File: src/rtl/fetch_pkg.sv
// ---------------------------------------------------------------------------
// fetch_pkg
// Shared definitions for the instruction fetch stage: opcode constants used
// by the predecoder, the instruction/index width, and the fetch FSM states.
// No ports; imported by instr_predecode and instr_fetch.
// ---------------------------------------------------------------------------
package fetch_pkg;

  localparam int XLEN = 32;

  localparam logic [5:0] OPC_J   = 6'b000010;
  localparam logic [5:0] OPC_BEQ = 6'b000100;

  typedef enum logic [1:0] {
    START = 2'd0,
    RUN   = 2'd1,
    STALL = 2'd2
  } fetch_state_e;

  // Reduces a word index to the implemented memory range.
  function automatic logic [XLEN-1:0] maskIndex(input logic [XLEN-1:0] idx,
                                                input logic [XLEN-1:0] mask);
    return idx & mask;
  endfunction

endpackage

File: src/rtl/instr_predecode.sv
// ---------------------------------------------------------------------------
// instr_predecode
// Purely combinational look at the instruction currently being read from
// the instruction memory, so the fetch stage can follow unconditional jumps
// without inserting a bubble.
//
// Ports:
//   instr_i        instruction word read at pc_i
//   pc_i           word index the instruction was read from
//   is_jump_o      instruction is a j (opcode OPC_J)
//   jump_target_o  j target field, reduced to the memory index range
//   pc_plus1_o     pc_i + 1, wrapping at IMEM_DEPTH
//   next_pc_o      index to fetch after this instruction
// ---------------------------------------------------------------------------
module instr_predecode
  import fetch_pkg::*;
#(
  parameter int IMEM_DEPTH = 16
) (
  input  logic [XLEN-1:0] instr_i,
  input  logic [XLEN-1:0] pc_i,
  output logic            is_jump_o,
  output logic [XLEN-1:0] jump_target_o,
  output logic [XLEN-1:0] pc_plus1_o,
  output logic [XLEN-1:0] next_pc_o
);

  // IMEM_DEPTH is a power of two, so depth-1 is an all-ones index mask.
  localparam logic [XLEN-1:0] IDX_MASK = XLEN'(IMEM_DEPTH - 1);

  assign is_jump_o     = (instr_i[31:26] == OPC_J);
  assign jump_target_o = maskIndex({6'b000000, instr_i[25:0]}, IDX_MASK);
  assign pc_plus1_o    = maskIndex(pc_i + 32'd1, IDX_MASK);
  assign next_pc_o     = is_jump_o ? jump_target_o : pc_plus1_o;

endmodule

File: src/rtl/instr_fetch.sv
// ---------------------------------------------------------------------------
// instr_fetch
// Single-entry instruction fetch stage. Holds the PC, reads the instruction
// memory combinationally, and captures one instruction per cycle into an
// output register with a valid/ready handshake. Unconditional jumps are
// followed in the same cycle they are fetched; a redirect from execute
// overrides everything except reset and discards any held entry.
//
// Ports:
//   clk              clock, rising edge
//   reset            synchronous active-high reset
//   imem_index       word index presented to the instruction memory (= PC)
//   imem_instr       instruction word at imem_index, same cycle
//   redirect_valid   taken-branch redirect request
//   redirect_target  word index to fetch next on redirect
//   out_valid        output register holds a valid entry
//   out_ready        downstream accepts the entry this cycle
//   out_instr        fetched instruction
//   out_pc           word index of the fetched instruction
//   out_pc_plus1     out_pc + 1, wrapping at IMEM_DEPTH
// ---------------------------------------------------------------------------
module instr_fetch
  import fetch_pkg::*;
#(
  parameter int IMEM_DEPTH = 16,
  parameter int RESET_PC   = 0
) (
  input  logic            clk,
  input  logic            reset,
  output logic [XLEN-1:0] imem_index,
  input  logic [XLEN-1:0] imem_instr,
  input  logic            redirect_valid,
  input  logic [XLEN-1:0] redirect_target,
  output logic            out_valid,
  input  logic            out_ready,
  output logic [XLEN-1:0] out_instr,
  output logic [XLEN-1:0] out_pc,
  output logic [XLEN-1:0] out_pc_plus1
);

  localparam logic [XLEN-1:0] IDX_MASK  = XLEN'(IMEM_DEPTH - 1);
  localparam logic [XLEN-1:0] RESET_IDX = XLEN'(RESET_PC) & IDX_MASK;

  fetch_state_e    state_q, state_d;
  logic [XLEN-1:0] pc_q, pc_d;
  logic            out_valid_q, out_valid_d;
  logic [XLEN-1:0] out_instr_q, out_instr_d;
  logic [XLEN-1:0] out_pc_q, out_pc_d;
  logic [XLEN-1:0] out_pc_plus1_q, out_pc_plus1_d;

  logic            is_jump;
  logic [XLEN-1:0] jump_target;
  logic [XLEN-1:0] pc_plus1;
  logic [XLEN-1:0] next_pc;

  instr_predecode #(
    .IMEM_DEPTH (IMEM_DEPTH)
  ) u_predecode (
    .instr_i       (imem_instr),
    .pc_i          (pc_q),
    .is_jump_o     (is_jump),
    .jump_target_o (jump_target),
    .pc_plus1_o    (pc_plus1),
    .next_pc_o     (next_pc)
  );

  // Next-state logic. A redirect wins over capture, stall and jump
  // predecode in every state. Otherwise the output register accepts a new
  // instruction whenever it is empty or being drained this cycle, which
  // gives one instruction per cycle under continuous ready. When the entry
  // is held and not accepted, nothing (PC included) moves.
  always_comb begin
    state_d        = state_q;
    pc_d           = pc_q;
    out_valid_d    = out_valid_q;
    out_instr_d    = out_instr_q;
    out_pc_d       = out_pc_q;
    out_pc_plus1_d = out_pc_plus1_q;

    if (redirect_valid) begin
      pc_d        = maskIndex(redirect_target, IDX_MASK);
      out_valid_d = 1'b0;
      state_d     = RUN;
    end else begin
      case (state_q)
        START: begin
          state_d = RUN;
        end
        RUN, STALL: begin
          if (!out_valid_q || out_ready) begin
            out_instr_d    = imem_instr;
            out_pc_d       = pc_q;
            out_pc_plus1_d = pc_plus1;
            out_valid_d    = 1'b1;
            pc_d           = next_pc;
          end
          state_d = (out_valid_q && !out_ready) ? STALL : RUN;
        end
        default: begin
          state_d = START;
        end
      endcase
    end
  end

  // State and output registers. Reset overrides redirect and stall.
  always_ff @(posedge clk) begin
    if (reset) begin
      state_q        <= START;
      pc_q           <= RESET_IDX;
      out_valid_q    <= 1'b0;
      out_instr_q    <= '0;
      out_pc_q       <= '0;
      out_pc_plus1_q <= '0;
    end else begin
      state_q        <= state_d;
      pc_q           <= pc_d;
      out_valid_q    <= out_valid_d;
      out_instr_q    <= out_instr_d;
      out_pc_q       <= out_pc_d;
      out_pc_plus1_q <= out_pc_plus1_d;
    end
  end

  assign imem_index   = pc_q;
  assign out_valid    = out_valid_q;
  assign out_instr    = out_instr_q;
  assign out_pc       = out_pc_q;
  assign out_pc_plus1 = out_pc_plus1_q;

endmodule

File: config.mk
export PLATFORM = sky130hd
export DESIGN_NAME = instr_fetch
export DESIGN_NICKNAME = d
export VERILOG_FILES = /design/src/rtl/fetch_pkg.sv /design/src/rtl/instr_predecode.sv /design/src/rtl/instr_fetch.sv
export SDC_FILE = /design/constraint.sdc
export NUM_CORES = 1
export LEC_CHECK = 0
export CORE_MARGIN = 4
export CORE_UTILIZATION = 30
export CTS_CLUSTER_SIZE = 14
export DETAILED_ROUTE_END_ITERATION = 10
export PLACE_DENSITY = 0.78
export SKIP_CTS_REPAIR_TIMING = 1
export SLEW_MARGIN = 20
export SYNTH_ARGS = -nofsm -noshare
export SYNTH_HDL_FRONTEND = slang
export SYNTH_SLANG_ARGS = --single-unit
File: constraint.sdc
create_clock -name clk -period 1.7 [get_ports clk]
set_input_delay 0.17 -clock clk [delete_from_list [all_inputs] [get_ports clk]]
set_output_delay 0.17 -clock clk [all_outputs]
set_load 0.02 [all_outputs]
==> results of run 1 <==
[layout make-up]
type                    count  area share (%)
clock inverters             2           1.048
well taps                 102           3.817
clock buffers               6           2.470
inverters                   4          0.4491
multi-input cells         241           34.17
repair buffers             99           29.90
flip-flops and latches     47           28.14
[sequential cells by signal, summed over array words and instances (netlist names)]
| signal | count |
|---|---|
| out_instr | 32 |
| imem_index | 4 |
| out_pc | 4 |
| out_pc_plus1 | 4 |
| state_q | 2 |
| out_valid | 1 |
[logic make-up (layout without fill, tap and decap cells)]
family                     after synthesis  count (layout)  share of synthesized area [%]
buffers and inverters                  103             111                          29.09
and+or+nand+nor                        101             101                          18.01
AOI/OAI and AO/OA                       48              48                          10.62
DFF                                     47              47                          38.58
adders and majority gates                3               3                          1.539
muxes                                    3               3                          1.283
xor gates and xnor gates                 2               2                         0.7184
other                                    1              84                         0.1538
[final timing paths]
path                                end  slack (ns)                        from
max          imem_index[0]$_SDFFE_PP0P_      0.0008              imem_instr[26]
min          out_instr[31]$_SDFFE_PP0P_        0.17              imem_instr[31]
max reg2reg  imem_index[3]$_SDFFE_PP0P_        0.13       state_q[1]$_SDFF_PP0_
min reg2reg  out_instr[16]$_SDFFE_PP0P_        0.46  out_instr[16]$_SDFFE_PP0P_
[through the flow]
step / setup slack, ns / power, mW / instances
2_1_floorplan: 0.08833 / 1.739 / 391
5_1_grt: -0.05216 / 2.854 / 501
3_5_place_dp: -0.3884 / 1.863 / 490
3_3_place_gp: -0.3673 / 1.852 / 490
4_1_cts: -0.08343 / 2.720 / 498
6_report: 0.0008440 / 2.713 / 501
[where the power goes]
part | leakage (nW) | internal, mW | switching [mW]
registers | 0.384 | 1.16 | 0.0384
logic | 0.928 | 0.267 | 0.407
clock network | 0.0612 | 0.476 | 0.367
[routing by layer]
layer / wire [µm] / GRT usage (%) / vias to the layer above
met3: 600 / 4.500 / 2
met2: 3360 / 22.36 / 89
li1: - / - / 999
met5: 0 / 0 / -
met4: 14 / 2.311 / 0
met1: 2250 / 12.14 / 920
[worst max-delay path, stage by stage]
cell and delay, ns:
clkdlybuf4s50_1 0.43, or4b_4 0.53, or3_4 0.38, and3_4 0.18, nor4_2 0.22
[layout by cell type (no fill, tap or decap), types with 2 or more instances in the layout]
| cell | instances |
|---|---|
| buf_4 | 9 |
| ha_1 | 2 |
| xnor2_1 | 2 |
| a21oi_1 | 41 |
| nand2b_1 | 2 |
| buf_6 | 3 |
| clkbuf_8 | 6 |
| nor2b_1 | 2 |
| mux2i_1 | 2 |
| conb_1 | 84 |
| inv_1 | 4 |
| nor2_1 | 5 |
| nor3_1 | 4 |
| nand2_1 | 76 |
| nor4b_1 | 2 |
| dfxtp_1 | 47 |
| clkdlybuf4s50_1 | 82 |
==> results.json, run 1 <==
{
  "drt_iter0_markers": 48,
  "vdd_drop_max_mv": 0.4592,
  "antenna_left": 0,
  "worst_ep_arrival_time_ns": 1.91,
  "status": "complete, no violations",
  "critPathMaxFanout": 6,
  "power_density_nw_per_um2": 811.4,
  "grt_pass1_wl_mm": 9.280,
  "syn_area_um2": 2439,
  "synth_edf_count": 0,
  "cts_buffer_depth": 2,
  "cts_sinks": 47,
  "fin_crit_sh_pct": 99.95,
  "setup_violations": 0,
  "start_util_pct": 31.23,
  "tns_ns": 0,
  "path_class": "input port to flop",
  "layout-drive-gt1-share_pct": 8.521,
  "grt_max_degree": 23,
  "period_minus_slack_ns": 1.699,
  "io_buffers": 84,
  "final_hold_viol_count": 0,
  "fp.dieArea_um2": 9635,
  "antenna_found_initial": 0,
  "yosysSeqAreaShare_pct": 38.58,
  "maxCapViolCount": 0,
  "diodes": 0,
  "holdWs_ns": 0.1710,
  "core_um2": 7807,
  "grt.total_usage_pct": 11.71,
  "nFillCells": 805,
  "die_h_um": 98.16,
  "synth_cells": 308,
  "grt_remaining_overflow": 0,
  "hold_path_depth": 3,
  "startpoint_type": "input port",
  "clock-root-buffer": "clkbuf_8",
  "endpoint_kind": "flop",
  "worstPathRequired_ns": 1.91,
  "cts_made_buffers": 5,
  "hp-class": "input port to flop",
  "fmax_ghz": 0.5885,
  "firstDrtPassIters": 4,
  "synth_warnings": 0,
  "io_pins": 197,
  "ff_latch_area_um2": 940.9,
  "drv_slew": 0,
  "wl_mm": 6.225,
  "final_util_pct": 42.82,
  "finalNetCount": 469,
  "syn_avg_cell_area_um2": 7.917,
  "num_vias": 2010,
  "placed_area_um2": 3122,
  "htreeDepth": 2,
  "clk_pin_slew_worst_paths_ns": 0.09,
  "synth_top_area_share_pct": 38.58,
  "area_delta_synth_final_pct": 37.10,
  "final_area_um2": 3343,
  "multi_input_area_um2": 1142,
  "drc": 0,
  "via_per_inst": 4.012,
  "synth-seq-cells": 47,
  "hpwl_mm": 4.808,
  "synth.most_common_cell": "buf_4",
  "tritoncts": "built",
  "die_w_um": 98.16,
  "wl_per_cell_um": 12.43,
  "p_leak_nw": 1.373,
  "ff2ff_path_depth": 7,
  "first_global_vias": 1903,
  "clock_skew_ns": 0.005131,
  "gp_congestion": 0.7529,
  "async_flop_share_pct": 0,
  "yosys-top-cells-count": "84 x buf_4, 76 x nand2_1, 47 x dfxtp_1",
  "ys_top_cells_by_area": "dfxtp_1 39%, buf_4 26%, nand2_1 12%",
  "rows": 32,
  "clock_latency_ns": 0.29,
  "synth_ff_type": "dfxtp_1",
  "yosysUniqueCellTypes": 30,
  "synth_top_cell_by_area": "dfxtp_1",
  "rsz0062_at_grt": "yes"
}
Note: power is estimated with default switching activity, not from simulation.
==> run 2: changes to the inputs <==
Settings changed: SETUP_SLACK_MARGIN from default to 0.1.
==> run 2 against run 1 <==
Clock power fell by 22%. Total power fell by 7.2%. Wire length fell by 1.2%. Die area did not move. Combinational power fell by 1%. Non-clock buffer count fell by 3. Final cell count fell by 0.60%. Critical path depth fell by 4. Maximum frequency rose by 11%. Critical path type is now flop to output pin. Critical endpoint is now imem_index[1]. Largest power group unchanged.
==> results.json, run 2 (same netlist as run 1, synthesis figures left out) <==
{
  "critPathLaunch": "imem_index[1]$_SDFFE_PP0P_",
  "antenna_found_initial": 0,
  "vdd_drop_max_mv": 0.3576,
  "worst_ep_arrival_time_ns": 1.36,
  "via_per_inst": 4.100,
  "final_util_pct": 42.10,
  "clk_pin_slew_worst_paths_ns": 0.09,
  "start_util_pct": 31.23,
  "hpwl_mm": 4.741,
  "power_mw": 2.518,
  "layout_commonest_cell": "conb_1",
  "grt_remaining_overflow": 0,
  "power_density_nw_per_um2": 766.1,
  "core_um2": 7807,
  "clock_skew_ns": 0.005667,
  "hold_path.startpoint": "imem_instr[26]",
  "htreeDepth": 2,
  "reg2reg_from": "state_q[1]$_SDFF_PP0_",
  "diodes": 0,
  "setup_violations": 0,
  "fin_crit_sh_pct": 89.73,
  "clock-root-buffer": "clkbuf_8",
  "tritoncts": "built",
  "drc": 0,
  "cts_made_buffers": 5,
  "hp-class": "input port to flop",
  "nFillCells": 785,
  "final_area_um2": 3287,
  "largest_reg_flops": 32,
  "placed_area_um2": 3107,
  "grt.total_usage_pct": 11.58,
  "grt_max_degree": 28,
  "critPathMaxFanout": 5,
  "fmax_ghz": 0.6556,
  "rows": 32,
  "final_hold_viol_count": 0,
  "status": "complete, no violations",
  "wl_per_cell_um": 12.35,
  "drv_slew": 0,
  "wl_mm": 6.150,
  "p_leak_nw": 1.395,
  "fin_cells": 498,
  "finalNetCount": 466,
  "io_buffers": 84,
  "die_h_um": 98.16,
  "gp_congestion": 0.6791,
  "crit_buf_inv": 1,
  "die_w_um": 98.16,
  "num_vias": 2042,
  "maxCapViolCount": 0,
  "antenna_left": 0,
  "first_global_vias": 1863,
  "max_stage_delay_ns": 0.64,
  "area_delta_synth_final_pct": 34.79,
  "ff_latch_area_um2": 942.2,
  "period_minus_slack_ns": 1.525,
  "cts_buffer_depth": 2,
  "cp_cell_sequence": "clkdlybuf4s50_1",
  "crit_family": "buffers and inverters",
  "multi_input_area_um2": 1157,
  "startpoint_type": "flop",
  "rsz0062_at_grt": "yes",
  "io_pins": 197,
  "firstDrtPassIters": 4,
  "clock_latency_ns": 0.29,
  "slowest_stage": "clkdlybuf4s50_1",
  "drt_iter0_markers": 59,
  "cts_sinks": 47,
  "grt_pass1_wl_mm": 9.211,
  "layout-drive-gt1-share_pct": 7.323,
  "path_class": "flop to output pin",
  "dp.cells": 488,
  "fp.dieArea_um2": 9635,
  "final_cell_mix": "84 x conb_1, 77 x clkdlybuf4s50_1, 76 x nand2_1",
  "endpoint_kind": "output pin",
  "worstPathRequired_ns": 1.53
}
==> run 2: cell type report <==
class / count / area share [%]
Sequential cell: 47 / 28.66
Inverter: 4 / 0.4568
Clock buffer: 7 / 2.322
Clock inverter: 1 / 0.1523
Tap cell: 102 / 3.883
Multi-Input combinational cell: 241 / 35.21
Timing Repair Buffer: 96 / 29.31
==> run 2: worst paths after layout <==
path	to	slack [ns]	depth (start not counted)
max	imem_index[1]	0.17	1
min	out_instr[26]$_SDFFE_PP0P_	0.16	3
max reg2reg	out_pc_plus1[2]$_SDFFE_PP0P_	0.18	7
min reg2reg	out_instr[6]$_SDFFE_PP0P_	0.46	2
==> run 2: power breakdown <==
| group | leakage (nW) | switching, mW | total, mW | internal (mW) |
|---|---|---|---|---|
| combinational | 0.968 | 0.407 | 0.664 | 0.257 |
| clock | 0.0422 | 0.369 | 0.659 | 0.290 |
| sequential | 0.384 | 0.0366 | 1.19 | 1.16 |
==> run 2: stage by stage <==
step                      hold slack (ns)  setup TNS [ns]  setup WS [ns]
after floorplan                    0.3060               0        0.08833
after global placement             0.4414          -1.388        -0.3701
after detailed placement           0.4461          -1.594        -0.4294
after CTS                          0.3089         -0.2629        -0.1183
after global routing               0.1560               0        0.08785
final                              0.1634               0         0.1747
==> run 2: routing by layer <==
metal,part of all wire [%],GRT usage (%),vias up
li1,-,-,990
met1,37,12.72,954
met2,53,21.47,92
met3,9.0,4.214,6
met4,0.62,2.206,0
met5,0,0,-
==> run 2: worst register-to-register path, cell delays in order (launching register included) <==
cell and delay [ns]:
dfxtp_1 0.33, inv_1 0.07, ha_4 0.31, nand2b_4 0.07, nor2_4 0.25, buf_4 0.19, nor2_1 0.04, a211oi_1 0.18
